### src/rtl/cell_redraw_scheduler.sv
// Sweeps the grid in raster order and issues one draw command per cell whose live
// cursor/reveal/state differs from the last drawn snapshot or is force-marked.
module cell_redraw_scheduler #(
    parameter int unsigned GRID_SIZE  = 3,
    parameter int unsigned GRID_BIT   = 4,
    parameter int unsigned STATE_SIZE = 4,
    parameter int unsigned CELL_PITCH = 9
) (
    input  logic                                     clock,
    input  logic                                     resetn,
    input  logic                                     full_redraw,
    input  logic [GRID_SIZE*GRID_SIZE-1:0]           cursorGrid,
    input  logic [GRID_SIZE*GRID_SIZE-1:0]           revealGrid,
    input  logic [STATE_SIZE*GRID_SIZE*GRID_SIZE-1:0] states,
    input  logic                                     cmd_ready,
    output logic                                     cmd_valid,
    output logic [7:0]                               cmd_x,
    output logic [6:0]                               cmd_y,
    output logic                                     cmd_border,
    output logic                                     cmd_content,
    output logic                                     cmd_cursor,
    output logic                                     cmd_reveal,
    output logic [STATE_SIZE-1:0]                    cmd_state,
    output logic                                     idle
);
    localparam int unsigned N     = GRID_SIZE * GRID_SIZE;
    localparam int unsigned IDX_W = (N > 1) ? $clog2(N) : 1;

    typedef enum logic {SCAN, ISSUE} state_t;

    state_t                  state_q, state_n;
    logic [GRID_BIT-1:0]     col_q, col_n, row_q, row_n;
    logic [N-1:0]            force_b_q, force_b_n, force_c_q, force_c_n;
    logic [N-1:0]            shadow_cursor_q, shadow_cursor_n;
    logic [N-1:0]            shadow_reveal_q, shadow_reveal_n;
    logic [STATE_SIZE-1:0]   shadow_state_q [N];
    logic [STATE_SIZE-1:0]   shadow_state_n [N];
    logic                    sweep_issued_q, sweep_issued_n;

    logic                    cmd_valid_n, cmd_border_n, cmd_content_n;
    logic                    cmd_cursor_n, cmd_reveal_n, idle_n;
    logic [7:0]              cmd_x_n;
    logic [6:0]              cmd_y_n;
    logic [STATE_SIZE-1:0]   cmd_state_n;

    logic [STATE_SIZE-1:0]   live_state [N];
    logic [IDX_W-1:0]        cell_k;
    logic                    bdirty_c, cdirty_c, last_col_c, last_row_c, advance_c;

    for (genvar g = 0; g < int'(N); g++) begin : g_unpack
        assign live_state[g] = states[g*STATE_SIZE +: STATE_SIZE];
    end

    // Cell index is mirrored: (col,row)=(0,0) maps to the top bit of the grids.
    assign cell_k     = IDX_W'((GRID_SIZE - 1 - col_q) + (GRID_SIZE - 1 - row_q) * GRID_SIZE);
    assign last_col_c = (col_q == GRID_BIT'(GRID_SIZE - 1));
    assign last_row_c = (row_q == GRID_BIT'(GRID_SIZE - 1));
    assign bdirty_c   = force_b_q[cell_k] | full_redraw
                      | (cursorGrid[cell_k] != shadow_cursor_q[cell_k]);
    assign cdirty_c   = force_c_q[cell_k] | full_redraw
                      | (revealGrid[cell_k] != shadow_reveal_q[cell_k])
                      | (live_state[cell_k] != shadow_state_q[cell_k]);

    always_comb begin
        state_n         = state_q;
        col_n           = col_q;
        row_n           = row_q;
        force_b_n       = force_b_q;
        force_c_n       = force_c_q;
        shadow_cursor_n = shadow_cursor_q;
        shadow_reveal_n = shadow_reveal_q;
        shadow_state_n  = shadow_state_q;
        sweep_issued_n  = sweep_issued_q;
        cmd_valid_n     = cmd_valid;
        cmd_x_n         = cmd_x;
        cmd_y_n         = cmd_y;
        cmd_border_n    = cmd_border;
        cmd_content_n   = cmd_content;
        cmd_cursor_n    = cmd_cursor;
        cmd_reveal_n    = cmd_reveal;
        cmd_state_n     = cmd_state;
        idle_n          = idle;
        advance_c       = 1'b0;

        case (state_q)
            SCAN: begin
                if (bdirty_c || cdirty_c) begin
                    cmd_valid_n    = 1'b1;
                    cmd_x_n        = 8'(col_q * CELL_PITCH);
                    cmd_y_n        = 7'(row_q * CELL_PITCH);
                    cmd_border_n   = bdirty_c;
                    cmd_content_n  = cdirty_c;
                    cmd_cursor_n   = cursorGrid[cell_k];
                    cmd_reveal_n   = revealGrid[cell_k];
                    cmd_state_n    = live_state[cell_k];
                    idle_n         = 1'b0;
                    sweep_issued_n = 1'b1;
                    state_n        = ISSUE;
                end else begin
                    advance_c = 1'b1;
                end
            end
            ISSUE: begin
                // The drawn snapshot, not the live value, becomes the new reference.
                if (cmd_ready) begin
                    cmd_valid_n             = 1'b0;
                    shadow_cursor_n[cell_k] = cmd_cursor;
                    shadow_reveal_n[cell_k] = cmd_reveal;
                    shadow_state_n[cell_k]  = cmd_state;
                    if (cmd_border)  force_b_n[cell_k] = 1'b0;
                    if (cmd_content) force_c_n[cell_k] = 1'b0;
                    advance_c               = 1'b1;
                    state_n                 = SCAN;
                end
            end
            default: state_n = SCAN;
        endcase

        if (advance_c) begin
            if (last_col_c && last_row_c) begin
                col_n = '0;
                row_n = '0;
                if (!sweep_issued_q && !full_redraw && (force_b_q == '0) && (force_c_q == '0))
                    idle_n = 1'b1;
                sweep_issued_n = 1'b0;
            end else if (last_col_c) begin
                col_n = '0;
                row_n = row_q + GRID_BIT'(1);
            end else begin
                col_n = col_q + GRID_BIT'(1);
            end
        end

        // Applied last so a same-cycle handshake clear cannot drop the force.
        if (full_redraw) begin
            force_b_n = '1;
            force_c_n = '1;
            idle_n    = 1'b0;
        end
    end

    always_ff @(posedge clock) begin
        if (!resetn) begin
            state_q         <= SCAN;
            col_q           <= '0;
            row_q           <= '0;
            force_b_q       <= '1;
            force_c_q       <= '1;
            shadow_cursor_q <= '0;
            shadow_reveal_q <= '0;
            shadow_state_q  <= '{default: '0};
            sweep_issued_q  <= 1'b0;
            cmd_valid       <= 1'b0;
            cmd_x           <= '0;
            cmd_y           <= '0;
            cmd_border      <= 1'b0;
            cmd_content     <= 1'b0;
            cmd_cursor      <= 1'b0;
            cmd_reveal      <= 1'b0;
            cmd_state       <= '0;
            idle            <= 1'b0;
        end else begin
            state_q         <= state_n;
            col_q           <= col_n;
            row_q           <= row_n;
            force_b_q       <= force_b_n;
            force_c_q       <= force_c_n;
            shadow_cursor_q <= shadow_cursor_n;
            shadow_reveal_q <= shadow_reveal_n;
            shadow_state_q  <= shadow_state_n;
            sweep_issued_q  <= sweep_issued_n;
            cmd_valid       <= cmd_valid_n;
            cmd_x           <= cmd_x_n;
            cmd_y           <= cmd_y_n;
            cmd_border      <= cmd_border_n;
            cmd_content     <= cmd_content_n;
            cmd_cursor      <= cmd_cursor_n;
            cmd_reveal      <= cmd_reveal_n;
            cmd_state       <= cmd_state_n;
            idle            <= idle_n;
        end
    end
endmodule

### config.mk
export PLATFORM = sky130hd
export DESIGN_NAME = cell_redraw_scheduler
export DESIGN_NICKNAME = d
export VERILOG_FILES = /design/src/rtl/cell_redraw_scheduler.sv
export SDC_FILE = /design/constraint.sdc
export NUM_CORES = 1
export LEC_CHECK = 0
export CORE_ASPECT_RATIO = 0.9
export CORE_MARGIN = 2
export CORE_UTILIZATION = 55
export CTS_CLUSTER_DIAMETER = 80
export DETAILED_ROUTE_END_ITERATION = 8
export PLACE_DENSITY = 0.77
export SETUP_SLACK_MARGIN = 0.15
export SLEW_MARGIN = 10
export SYNTH_ARGS = -nofsm -noshare
export SYNTH_HDL_FRONTEND = slang
export SYNTH_SLANG_ARGS = --single-unit
### constraint.sdc
create_clock -name clock -period 6.05 [get_ports clock]
set_clock_uncertainty 0.15 [all_clocks]
set_input_delay 1.21 -clock clock [delete_from_list [all_inputs] [get_ports clock]]
set_output_delay 1.21 -clock clock [all_outputs]
set_load 0.005 [all_outputs]
==> impl_metrics.csv, run 1 <==
group,metric,value,unit
finish,antennaDiodeCount,0,
floorplan,die_h,102,um
floorplan,io-pin-count,83,
routing,ant_nets,0,
place,pre_cts_ws,0.605,ns
routing,firstDrtPassIters,5,
floorplan,die_w,113,um
floorplan,coreArea,10300,um^2
routing,avgViaCountPerCell,6.02,
synth,yosys_register_bits,107,
timing,fin_ws,0.552,ns
routing,drt_first_iter_violations,349,
timing,drv_slew,0,
synth,synthArstFlopShare,0,
power_and_ir_drop,switchingPower,0.808,mW
place,place.gp.congestion,0.897,
finish,final_util,0.683,
synth,synth_area,5860,um^2
worst_setup_path,crit_path_cell_trace,"inv_1 -> ha_1 -> ha_1 -> inv_1 -> fa_1 -> inv_1 -> ha_1 -> xnor2_2 -> buf_4 -> nand2_1 -> a31o_1 -> a2111o_1 -> nand3_1 -> nand3_1 -> nand4b_4 -> and2_1 -> buf_4 -> o211a_1",
worst_setup_path,path_buf_inv,5,
synth,synth-simple-area-share,0.198,
worst_hold_path,hp-class,"register to register",
clock_network,cts_max_level,3,
global_routing,grt_max_degree,108,
clock_network,numCtsBuffers,9,
timing,grt_setup_unrepaired,"false",
timing,clock.fmax,182,MHz
worst_setup_path,startpoint_type,"register",
synth,yosysWarnings,0,
place,dp_hpwl,10800,um
clock_network,post_cts_resized,0,
timing,whs,0.312,ns
finish,syn_to_final_growth,19.8,%
timing,period_share,0.909,
timing,setup_tns,0,ns
power_and_ir_drop,comb_power_share,0.362,
finish,nNetsFinal,730,
worst_setup_path,cpPeakStageDelay,0.87,ns
clock_network,post-cts-setup-buffer-count,0,
power_and_ir_drop,leakage,2.67,nW
finish,layout-drive-gt1-share,0.103,
timing,period_needed,5.50,ns
synth,synthFlopType,"dfxtp_1",
synth,synth_top_family_by_area,"multiplexers",
global_routing,gr-usage-all-layers,0.266,
power_and_ir_drop,power,2.26,mW
worst_setup_path,setup.worst_path.end_class,"register",
finish,fin_cells,790,
synth,synth_cells,596,
synth,synth_edf_count,0,
routing,wl,15000,um
floorplan,row_count,35,
power_and_ir_drop,internal_power,1.45,mW
floorplan,initial_utilization,0.570,
clock_network,cts_tree,"done",
timing,max_slew_margin,0.259,
synth,synth_top_area_frac,0.365,
power_and_ir_drop,power.density,322,nW/um^2
clock_network,worst_skew_pair.late_latency,0.35,ns
synth,synth_area_leader_cell,"dfxtp_1",
clock_network,cts_hold_buf,0,
worst_setup_path,path_class,"register to register",
global_routing,antenna_found_initial,1,
synth,synth-adder-area-share,0.0380,
power_and_ir_drop,switching_share,0.357,
worst_setup_path,path_delay_family,"adder cells",
job,drv_cap,0,
synth,synthTopCellsByArea,"dfxtp_1 (37%), mux2i_1 (13%), mux4_2 (10%), nand2_1 (6.4%), nor2b_1 (5.3%)",
synth,synth_cell_types,60,
worst_setup_path,critPathRequiredTime,6.15,ns
power_and_ir_drop,peakVddDrop,0.000321,V
synth,synth_compound_area_frac,0.0813,
synth,synth_fp_nets,670,
synth,synthMuxAreaShare,0.235,
routing,drc,0,
clock_network,cts_sinks,107,
worst_setup_path,crit_path_top_delay_cell,"xnor2_2",
worst_setup_path,critPathArrivalTime,5.59,ns
place,numPortBuffers,82,
worst_setup_path,path_max_fanout,24,
place,placed_cell_area,6700,um^2
synth,synth_xor_area_frac,0.0346,
timing,hold_viol,0,
global_routing,grt.overflow.total,0,
routing,wl_per_cell,19.0,um
global_routing,grt_pass1_wl,23900,um
power_and_ir_drop,pwr-share-seq,0.353,
clock_network,cts_buffer_depth,2,
clock_network,path_clk_slew,0.07,ns
finish,finalInstanceArea,7030,um^2
floorplan,die_area,11500,um^2
timing,tightest_slew,1.11,ns
place,dp_cells,774,
power_and_ir_drop,pwr-share-clk,0.285,
clock_network,root_buffer,"clkbuf_16",
routing,vias,4758,
synth,yosysSeqAreaShare,0.365,
timing,setup-violations-final,0,
outcome,status,"completed",
synth,postSynthAreaPerCell,9.84,um^2
global_routing,first_global_vias,4642,
-- per-layer routing --
layer,global-route usage,vias up,share of wire
met5,0,-,0
met3,0.0534,32,0.072
li1,-,2207,-
met4,0.0947,0,0.024
met2,0.426,205,0.47
met1,0.365,2314,0.44
-- Yosys cell counts (3+ instances only) --
library cell / count
o21ai_0: 28
o21ai_1: 5
nor4_1: 6
buf_6: 8
nor2_1: 9
dfxtp_1: 107
nand2b_1: 4
nor3_1: 3
and2_1: 8
mux2i_1: 78
ha_1: 13
clkbuf_1: 26
nand4_1: 5
buf_2: 5
a21oi_1: 4
fa_1: 3
xor2_1: 5
mux4_2: 26
o21a_1: 4
nor3_2: 3
nand3_1: 19
nand2_1: 100
inv_1: 12
nor2b_1: 50
a21boi_0: 8
xnor2_1: 10
o211a_1: 3
-- tightest hold or removal path: cells and delay by family (launching register included) --
kind / cells / cell delay (ns)
mux: 1 / 0.05
flops: 1 / 0.32
simple gates: 1 / 0.05
-- layout by cell type, fill, tap and decap left out, types with 12 or more instances in the layout --
cell / count
dfxtp_1: 107
nand2_1: 100
clkdlybuf4s50_1: 81
mux2i_1: 78
nor2b_1: 49
o21ai_0: 28
mux4_2: 26
nand3_1: 19
ha_1: 13
inv_1: 12
-- flip-flops by register name, indices dropped and copies added (netlist names) --
register / cells
cmd_valid: 1
cmd_y: 7
shadow_state_q: 36
col_q: 4
idle: 1
state_q: 1
force_b_q: 9
shadow_reveal_q: 9
shadow_cursor_q: 9
row_q: 4
cmd_cursor: 1
cmd_border: 1
force_c_q: 9
sweep_issued_q: 1
cmd_reveal: 1
cmd_content: 1
cmd_state: 4
cmd_x: 8
-- power groups by stage --
stage / Sequential [mW] / Clock [mW] / Combinational [mW]
after floorplan: 0.769 / 0 / 0.605
after global placement: 0.812 / 0 / 0.790
after detailed placement: 0.812 / 0 / 0.800
after CTS: 0.796 / 0.651 / 0.805
after global routing: 0.803 / 0.675 / 0.871
final: 0.798 / 0.645 / 0.819
-- logic make-up after synthesis --
kind of cell	after synthesis
AO/OA/AOI/OAI	71
XOR/XNOR	19
adder cells (fa/ha/maj)	16
buffers and inverters	55
flip-flops	107
multiplexers	105
AND/OR/NAND/NOR	223
-- area by class of cell --
type | instances | area [um^2]
clock buffer | 11 | 243
multi-input combinational | 434 | 3460
timing repair buffer | 91 | 883
tap | 129 | 161
sequential | 107 | 2140
inverter | 13 | 48.8
clock inverter | 5 | 85.1
fill | 783 | 3260
-- path summary, 6_finish.rpt --
path,cells after the start,startpoint,endpoint,slack [ns]
hold / removal,2,cmd_y[5],cmd_y[5],0.31
setup / recovery,18,row_q[0],cmd_y[6],0.55
hold reg to reg,2,cmd_y[5],cmd_y[5],0.31
setup reg to reg,18,row_q[0],cmd_y[6],0.55
Power figures use the tool's default switching activity.
==> run 2: changes to the inputs <==
--- a/config.mk
+++ b/config.mk
@@ -5,9 +5,13 @@
 export SDC_FILE = /design/constraint.sdc
 export NUM_CORES = 1
 export LEC_CHECK = 0
+export ABC_AREA = 1
+export ABC_CLOCK_PERIOD_IN_PS = 6050
+export CELL_PAD_IN_SITES_DETAIL_PLACEMENT = 2
+export CELL_PAD_IN_SITES_GLOBAL_PLACEMENT = 2
 export CORE_ASPECT_RATIO = 0.9
 export CORE_MARGIN = 2
-export CORE_UTILIZATION = 55
+export CORE_UTILIZATION = 30
 export CTS_CLUSTER_DIAMETER = 80
 export DETAILED_ROUTE_END_ITERATION = 8
 export PLACE_DENSITY = 0.77
==> run 2 against run 1 <==
Net effect:
- utilization shrank 32 points
- sequential share of layout area shrank 0.97 points
- via count grew 30%
- first-iteration DRC count shrank 19%
- critical path type unchanged
- total power grew 11%
- area after synthesis grew 2.4%
- global-route usage shrank 5.3 points
- fmax grew 9.2%
- register-to-register slack gained 0.46 ns
- flip-flop and latch count is the same
==> impl_metrics.csv, run 2 <==
group,metric,value,unit
timing,grt_setup_unrepaired,"false",
worst_setup_path,path_max_fanout,31,
finish,top_register,"shadow_state_q",
finish,final_common_cell,"nand2_1",
routing,avgViaCountPerCell,5.01,
global_routing,first_global_vias,6580,
synth,synth_cell_types,37,
synth,synth_top_area_frac,0.357,
clock_network,cts_tree,"done",
clock_network,cts_buffer_depth,2,
power_and_ir_drop,power.density,344,nW/um^2
routing,vias,6177,
floorplan,io-pin-count,83,
floorplan,coreArea,19800,um^2
synth,yosys_register_bits,107,
worst_setup_path,path_delay_family,"adder cells",
synth,synthFlopType,"dfxtp_1",
routing,wl,22000,um
routing,drt_first_iter_violations,284,
timing,period_needed,5.04,ns
synth,synthArstFlopShare,0,
timing,clock.fmax,199,MHz
floorplan,row_count,49,
worst_hold_path,hp-class,"register to register",
global_routing,grt_max_degree,52,
timing,hold_viol,0,
worst_setup_path,crit_path_top_delay_cell,"fa_1",
power_and_ir_drop,peakVddDrop,0.000168,V
worst_setup_path,setup.worst_path.end_class,"register",
worst_setup_path,path_class,"register to register",
synth,synth_edf_count,0,
synth,synth_cells,915,
worst_setup_path,crit_path_cell_trace,"inv_2 -> ha_1 -> ha_1 -> inv_1 -> fa_1 -> inv_1 -> ha_1 -> xor2_2 -> buf_4 -> inv_2 -> nor2_4 -> inv_1 -> o21ai_1 -> nand2_1 -> nand3_1 -> nand2_1 -> nor2_1 -> nand3_2 -> nand2_4 -> inv_2 -> o21ai_0 -> a21oi_1",
clock_network,numCtsBuffers,9,
routing,drc,0,
timing,max_slew_margin,0.431,
finish,layout-drive-gt1-share,0.0716,
clock_network,cts_sinks,107,
clock_network,cts_hold_buf,0,
clock_network,post-cts-setup-buffer-count,0,
worst_setup_path,cpPeakStageDelay,0.49,ns
synth,yosysWarnings,0,
place,dp_cells,1216,
synth,yosys.cell_count.top_type,"nand2_1",
routing,ant_nets,0,
floorplan,die_w,153,um
global_routing,gr-usage-all-layers,0.213,
place,place.gp.congestion,0.814,
worst_setup_path,critPathRequiredTime,6.13,ns
worst_setup_path,startpoint_type,"register",
timing,whs,0.310,ns
finish,final_cell_mix,"nand2_1 (289), dfxtp_1 (107), nand3_1 (90)",
clock_network,post_cts_resized,0,
clock_network,cts_max_level,3,
timing,drv_slew,0,
finish,final_util,0.366,
worst_setup_path,path_buf_inv,7,
synth,ys_top_cells_by_count,"nand2_1 (289), dfxtp_1 (107), nand3_1 (90), a21oi_1 (74), o21ai_0 (72)",
synth,synthTopCellsByArea,"dfxtp_1 (36%), nand2_1 (18%), nand3_1 (7.5%), a21oi_1 (6.2%), o21ai_0 (6.0%)",
synth,yosysSeqAreaShare,0.357,
global_routing,antenna_found_initial,0,
synth,synth_area_leader_cell,"dfxtp_1",
floorplan,die_h,138,um
finish,fin_cells,1232,
routing,wl_per_cell,17.9,um
place,numPortBuffers,82,
outcome,status,"completed",
job,drv_cap,0,
finish,antennaDiodeCount,0,
synth,synth_area,6010,um^2
global_routing,grt.overflow.total,0,
clock_network,root_buffer,"clkbuf_16",
global_routing,grt_pass1_wl,36400,um
finish,syn_to_final_growth,20.8,%
floorplan,die_area,21200,um^2
floorplan,initial_utilization,0.303,
finish,nNetsFinal,1046,
clock_network,worst_skew_pair.late_latency,0.37,ns
routing,firstDrtPassIters,4,
clock_network,path_clk_slew,0.08,ns
synth,synth_fp_nets,989,
place,dp_hpwl,16100,um
worst_setup_path,critPathArrivalTime,5.12,ns
finish,largest_reg_flops,36,
timing,tightest_slew,0.853,ns
power_and_ir_drop,leakage,3.12,nW
timing,setup-violations-final,0,
synth,postSynthAreaPerCell,6.57,um^2
timing,period_share,0.833,
timing,setup_tns,0,ns
-- run 2: worst reg2reg max path, stage by stage (launching register included) --
cell	delay, ns
dfxtp_1	0.45
inv_2	0.13
ha_1	0.39
ha_1	0.31
inv_1	0.05
fa_1	0.49
inv_1	0.05
ha_1	0.35
xor2_2	0.15
buf_4	0.28
inv_2	0.21
nor2_4	0.26
inv_1	0.13
o21ai_1	0.19
nand2_1	0.07
nand3_1	0.07
nand2_1	0.07
nor2_1	0.13
nand3_2	0.11
nand2_4	0.24
inv_2	0.32
o21ai_0	0.26
a21oi_1	0.06
-- run 2: per-stage QoR --
| stage | power (mW) | instance area, um^2 | setup slack, ns |
|---|---|---|---|
| after detailed placement | 1.91 | 6960 | 1.02 |
| final | 2.50 | 7260 | 1.01 |
| after global placement | 1.89 | 6960 | 1.23 |
| after floorplan | 1.55 | 6010 | 2.07 |
| after CTS | 2.54 | 7260 | 0.992 |
| after global routing | 2.71 | 7260 | 0.577 |
-- run 2: metal layers --
metal / track usage / wire length (um)
met1: 0.311 / 11300
met2: 0.340 / 9810
met4: 0.0409 / 120
met3: 0.0282 / 756
met5: 0 / 0
-- run 2: layout make-up --
| class | count | area (um^2) |
|---|---|---|
| Timing Repair Buffer | 92 | 896 |
| Inverter | 84 | 315 |
| Sequential cell | 107 | 2140 |
| Clock inverter | 6 | 62.6 |
| Fill cell | 2410 | 12500 |
| Multi-Input combinational cell | 678 | 3280 |
| Clock buffer | 10 | 239 |
| Tap cell | 255 | 319 |
-- run 2: path summary, 6_finish.rpt --
check | start | to | slack, ns | cells after the start
worst min register to register | force_c_q[3] | force_c_q[3] | 0.31 | 2
worst max register to register | row_q[0] | cmd_x[6] | 1.01 | 22
worst max-delay path | row_q[0] | cmd_x[6] | 1.01 | 22
worst min-delay path | force_c_q[3] | force_c_q[3] | 0.31 | 2
-- run 2: where the power goes --
part	internal, mW	switching, mW	total [mW]	leakage, nW
clock network	0.303	0.311	0.614	0.149
registers	0.743	0.0711	0.814	0.869
logic	0.351	0.722	1.07	2.10
total	1.40	1.10	2.50	3.12
-- run 2: kinds of logic after synthesis --
group                    count (synthesis)  share of synthesized area
AND/OR/NAND/NOR                        488                      0.357
AO/OA/AOI/OAI                          168                      0.142
buffers and inverters                  130                     0.0969
flip-flops                             107                      0.357
adder cells (fa/ha/maj)                 16                     0.0371
XOR/XNOR                                 6                     0.0100
==> run 3: changes to the inputs <==
--- a/config.mk
+++ b/config.mk
@@ -6,7 +6,7 @@
 export NUM_CORES = 1
 export LEC_CHECK = 0
 export ABC_AREA = 1
-export ABC_CLOCK_PERIOD_IN_PS = 6050
+export ABC_CLOCK_PERIOD_IN_PS = 5000
 export CELL_PAD_IN_SITES_DETAIL_PLACEMENT = 2
 export CELL_PAD_IN_SITES_GLOBAL_PLACEMENT = 2
 export CORE_ASPECT_RATIO = 0.9
==> constraint.sdc (replaced) <==
create_clock -name clock -period 5 [get_ports clock]
set_clock_uncertainty 0.15 [all_clocks]
set_input_delay 1 -clock clock [delete_from_list [all_inputs] [get_ports clock]]
set_output_delay 1 -clock clock [all_outputs]
set_load 0.005 [all_outputs]
==> run 3 against run 2 <==
Net effect:
- sequential share of layout area down 0.36 points
- largest power group unchanged
- final cell count is 0.49% higher
- non-clock buffer count is 7 higher
- utilization is 0.47 points higher
- via count grew 0.66%
- global-route usage up 0.28 points
- first-iteration DRC count increased by 2.8%
- sequential power up 21%
==> impl_metrics.csv, run 3 (synthesis gave the netlist of run 2 again) <==
group,metric,value,unit
finish,finalInstanceArea,7350,um^2
global_routing,grt.overflow.total,0,
floorplan,initial_utilization,0.303,
floorplan,io-pin-count,83,
outcome,status,"completed",
timing,whs,0.306,ns
power_and_ir_drop,pwr-share-seq,0.317,
global_routing,first_global_vias,6614,
worst_hold_path,min_to,"shadow_reveal_q[4]",
finish,final_common_cell,"nand2_1",
clock_network,cts_buffer_depth,2,
worst_hold_path,min-delay-start,"shadow_reveal_q[4]",
finish,top_register,"shadow_state_q",
timing,setup_tns,0,ns
timing,hold_viol,0,
finish,layout-drive-gt1-share,0.0793,
timing,tightest_slew,0.632,ns
power_and_ir_drop,power,3.10,mW
worst_setup_path,rrSetupSlack,0.44,ns
timing,max_slew_margin,0.578,
routing,drc,0,
routing,wl,22500,um
power_and_ir_drop,internal_power,1.77,mW
worst_setup_path,path_class,"register to register",
worst_setup_path,worst-r2r-cell-count,23,
worst_setup_path,critPathArrivalTime,4.69,ns
floorplan,coreArea,19800,um^2
worst_setup_path,worstReg2RegEnd,"cmd_state[1]",
worst_setup_path,critPathRequiredTime,5.13,ns
finish,syn_to_final_growth,22.4,%
power_and_ir_drop,leakage,3.16,nW
global_routing,grt_max_degree,52,
worst_hold_path,hold_path_depth,2,
global_routing,grt_pass1_wl,36700,um
timing,setup-violations-final,0,
power_and_ir_drop,pwr-share-clk,0.247,
power_and_ir_drop,power.density,421,nW/um^2
global_routing,antenna_found_initial,0,
clock_network,cts_max_level,3,
floorplan,die_w,153,um
power_and_ir_drop,switchingPower,1.33,mW
floorplan,row_count,49,
routing,ant_nets,0,
finish,nFillCells,2447,
worst_setup_path,timing.rr.start,"row_q[0]",
routing,firstDrtPassIters,4,
place,placed_cell_area,7020,um^2
finish,nNetsFinal,1053,
job,drv_cap,0,
timing,drv_slew,0,
power_and_ir_drop,peakVddDrop,0.000200,V
clock_network,worst_skew_pair.late_latency,0.35,ns
place,dp_hpwl,16400,um
routing,vias,6218,
finish,largest_reg_flops,36,
power_and_ir_drop,switching_share,0.428,
finish,antennaDiodeCount,0,
routing,avgViaCountPerCell,5.02,
timing,period_needed,4.56,ns
routing,wl_per_cell,18.2,um
routing,drt_first_iter_violations,292,
clock_network,cts_sinks,107,
global_routing,gr-usage-all-layers,0.216,
worst_setup_path,startpoint_type,"register",
finish,final_util,0.371,
timing,grt_setup_unrepaired,"false",
worst_setup_path,setup.worst_path.end_class,"register",
place,numPortBuffers,82,
clock_network,numCtsBuffers,9,
timing,period_share,0.912,
place,place.gp.congestion,0.805,
clock_network,path_clk_slew,0.08,ns
worst_setup_path,path_max_fanout,31,
finish,final_cell_mix,"nand2_1 (289), dfxtp_1 (106), nand3_1 (90)",
floorplan,die_h,138,um
floorplan,die_area,21200,um^2
clock_network,root_buffer,"clkbuf_16",
timing,clock.fmax,219,MHz
clock_network,cts_tree,"done",
worst_hold_path,hp-class,"register to register",
power_and_ir_drop,comb_power_share,0.436,
run 3: repair_timing:
item / in CTS / in global routing
setup endpoints to repair: 10 / 32
gates resized for setup: 1 / 4
buffers inserted: 0 / 0
hold buffers: 0 / 0
run 3: metal layers:
layer / global-route usage / vias to the layer above / wire, um
met1: 0.313 / 3018 / 11400
li1: - / 3081 / -
met5: 0 / - / 0
met2: 0.348 / 106 / 10100
met3: 0.0298 / 13 / 876
met4: 0.0380 / 0 / 189
run 3: power groups by stage:
stage / registers, mW / logic (mW) / clock network [mW]
final: 0.982 / 1.35 / 0.765
after global routing: 0.991 / 1.52 / 0.827
after detailed placement: 1.00 / 1.34 / 0
after CTS: 0.985 / 1.35 / 0.789
after global placement: 1.01 / 1.31 / 0
after floorplan: 0.942 / 0.929 / 0
run 3: how the worst max path moves through the flow:
stage | startpoint | end | depth (start not counted)
floorplan | row_q[0] | cmd_valid | 24
global placement | row_q[0] | cmd_x[6] | 22
detailed placement | row_q[0] | cmd_x[6] | 22
CTS | row_q[0] | cmd_x[6] | 22
global route | row_q[0] | cmd_state[1] | 23
finish | row_q[0] | cmd_state[1] | 23
run 3: layout make-up:
type                       count  area (um^2)  share of cell area
multi-input combinational    678         3300               0.449
timing repair buffer          99          961               0.131
clock inverter                 4         57.6             0.00783
inverter                      84          318              0.0432
sequential                   107         2140               0.292
tap                          255          319              0.0434
clock buffer                  11          253              0.0344
run 3: per-stage QoR:
stage,worst slack [ns],instances
after floorplan,1.02,915
after global placement,0.334,1223
after detailed placement,0.101,1223
after CTS,0.217,1238
after global routing,0.159,1238
final,0.440,1238
run 3: worst max-delay path, cell delays in order, from the launching register on:
cell and delay [ns]:
dfxtp_2 0.40, inv_2 0.10, ha_1 0.38, ha_1 0.30, inv_1 0.05, fa_1 0.51, inv_1 0.05, ha_1 0.35
nand2_1 0.08, nor2_1 0.21, nor2_4 0.08, inv_2 0.10, nand3_2 0.15, nand2_2 0.20, nand2_1 0.12, nand2_1 0.12
nand3_1 0.08, nand2_1 0.11, nor2_2 0.06, nand3_2 0.12, nand2_8 0.14, inv_4 0.31, o21ai_1 0.11, a21oi_1 0.18
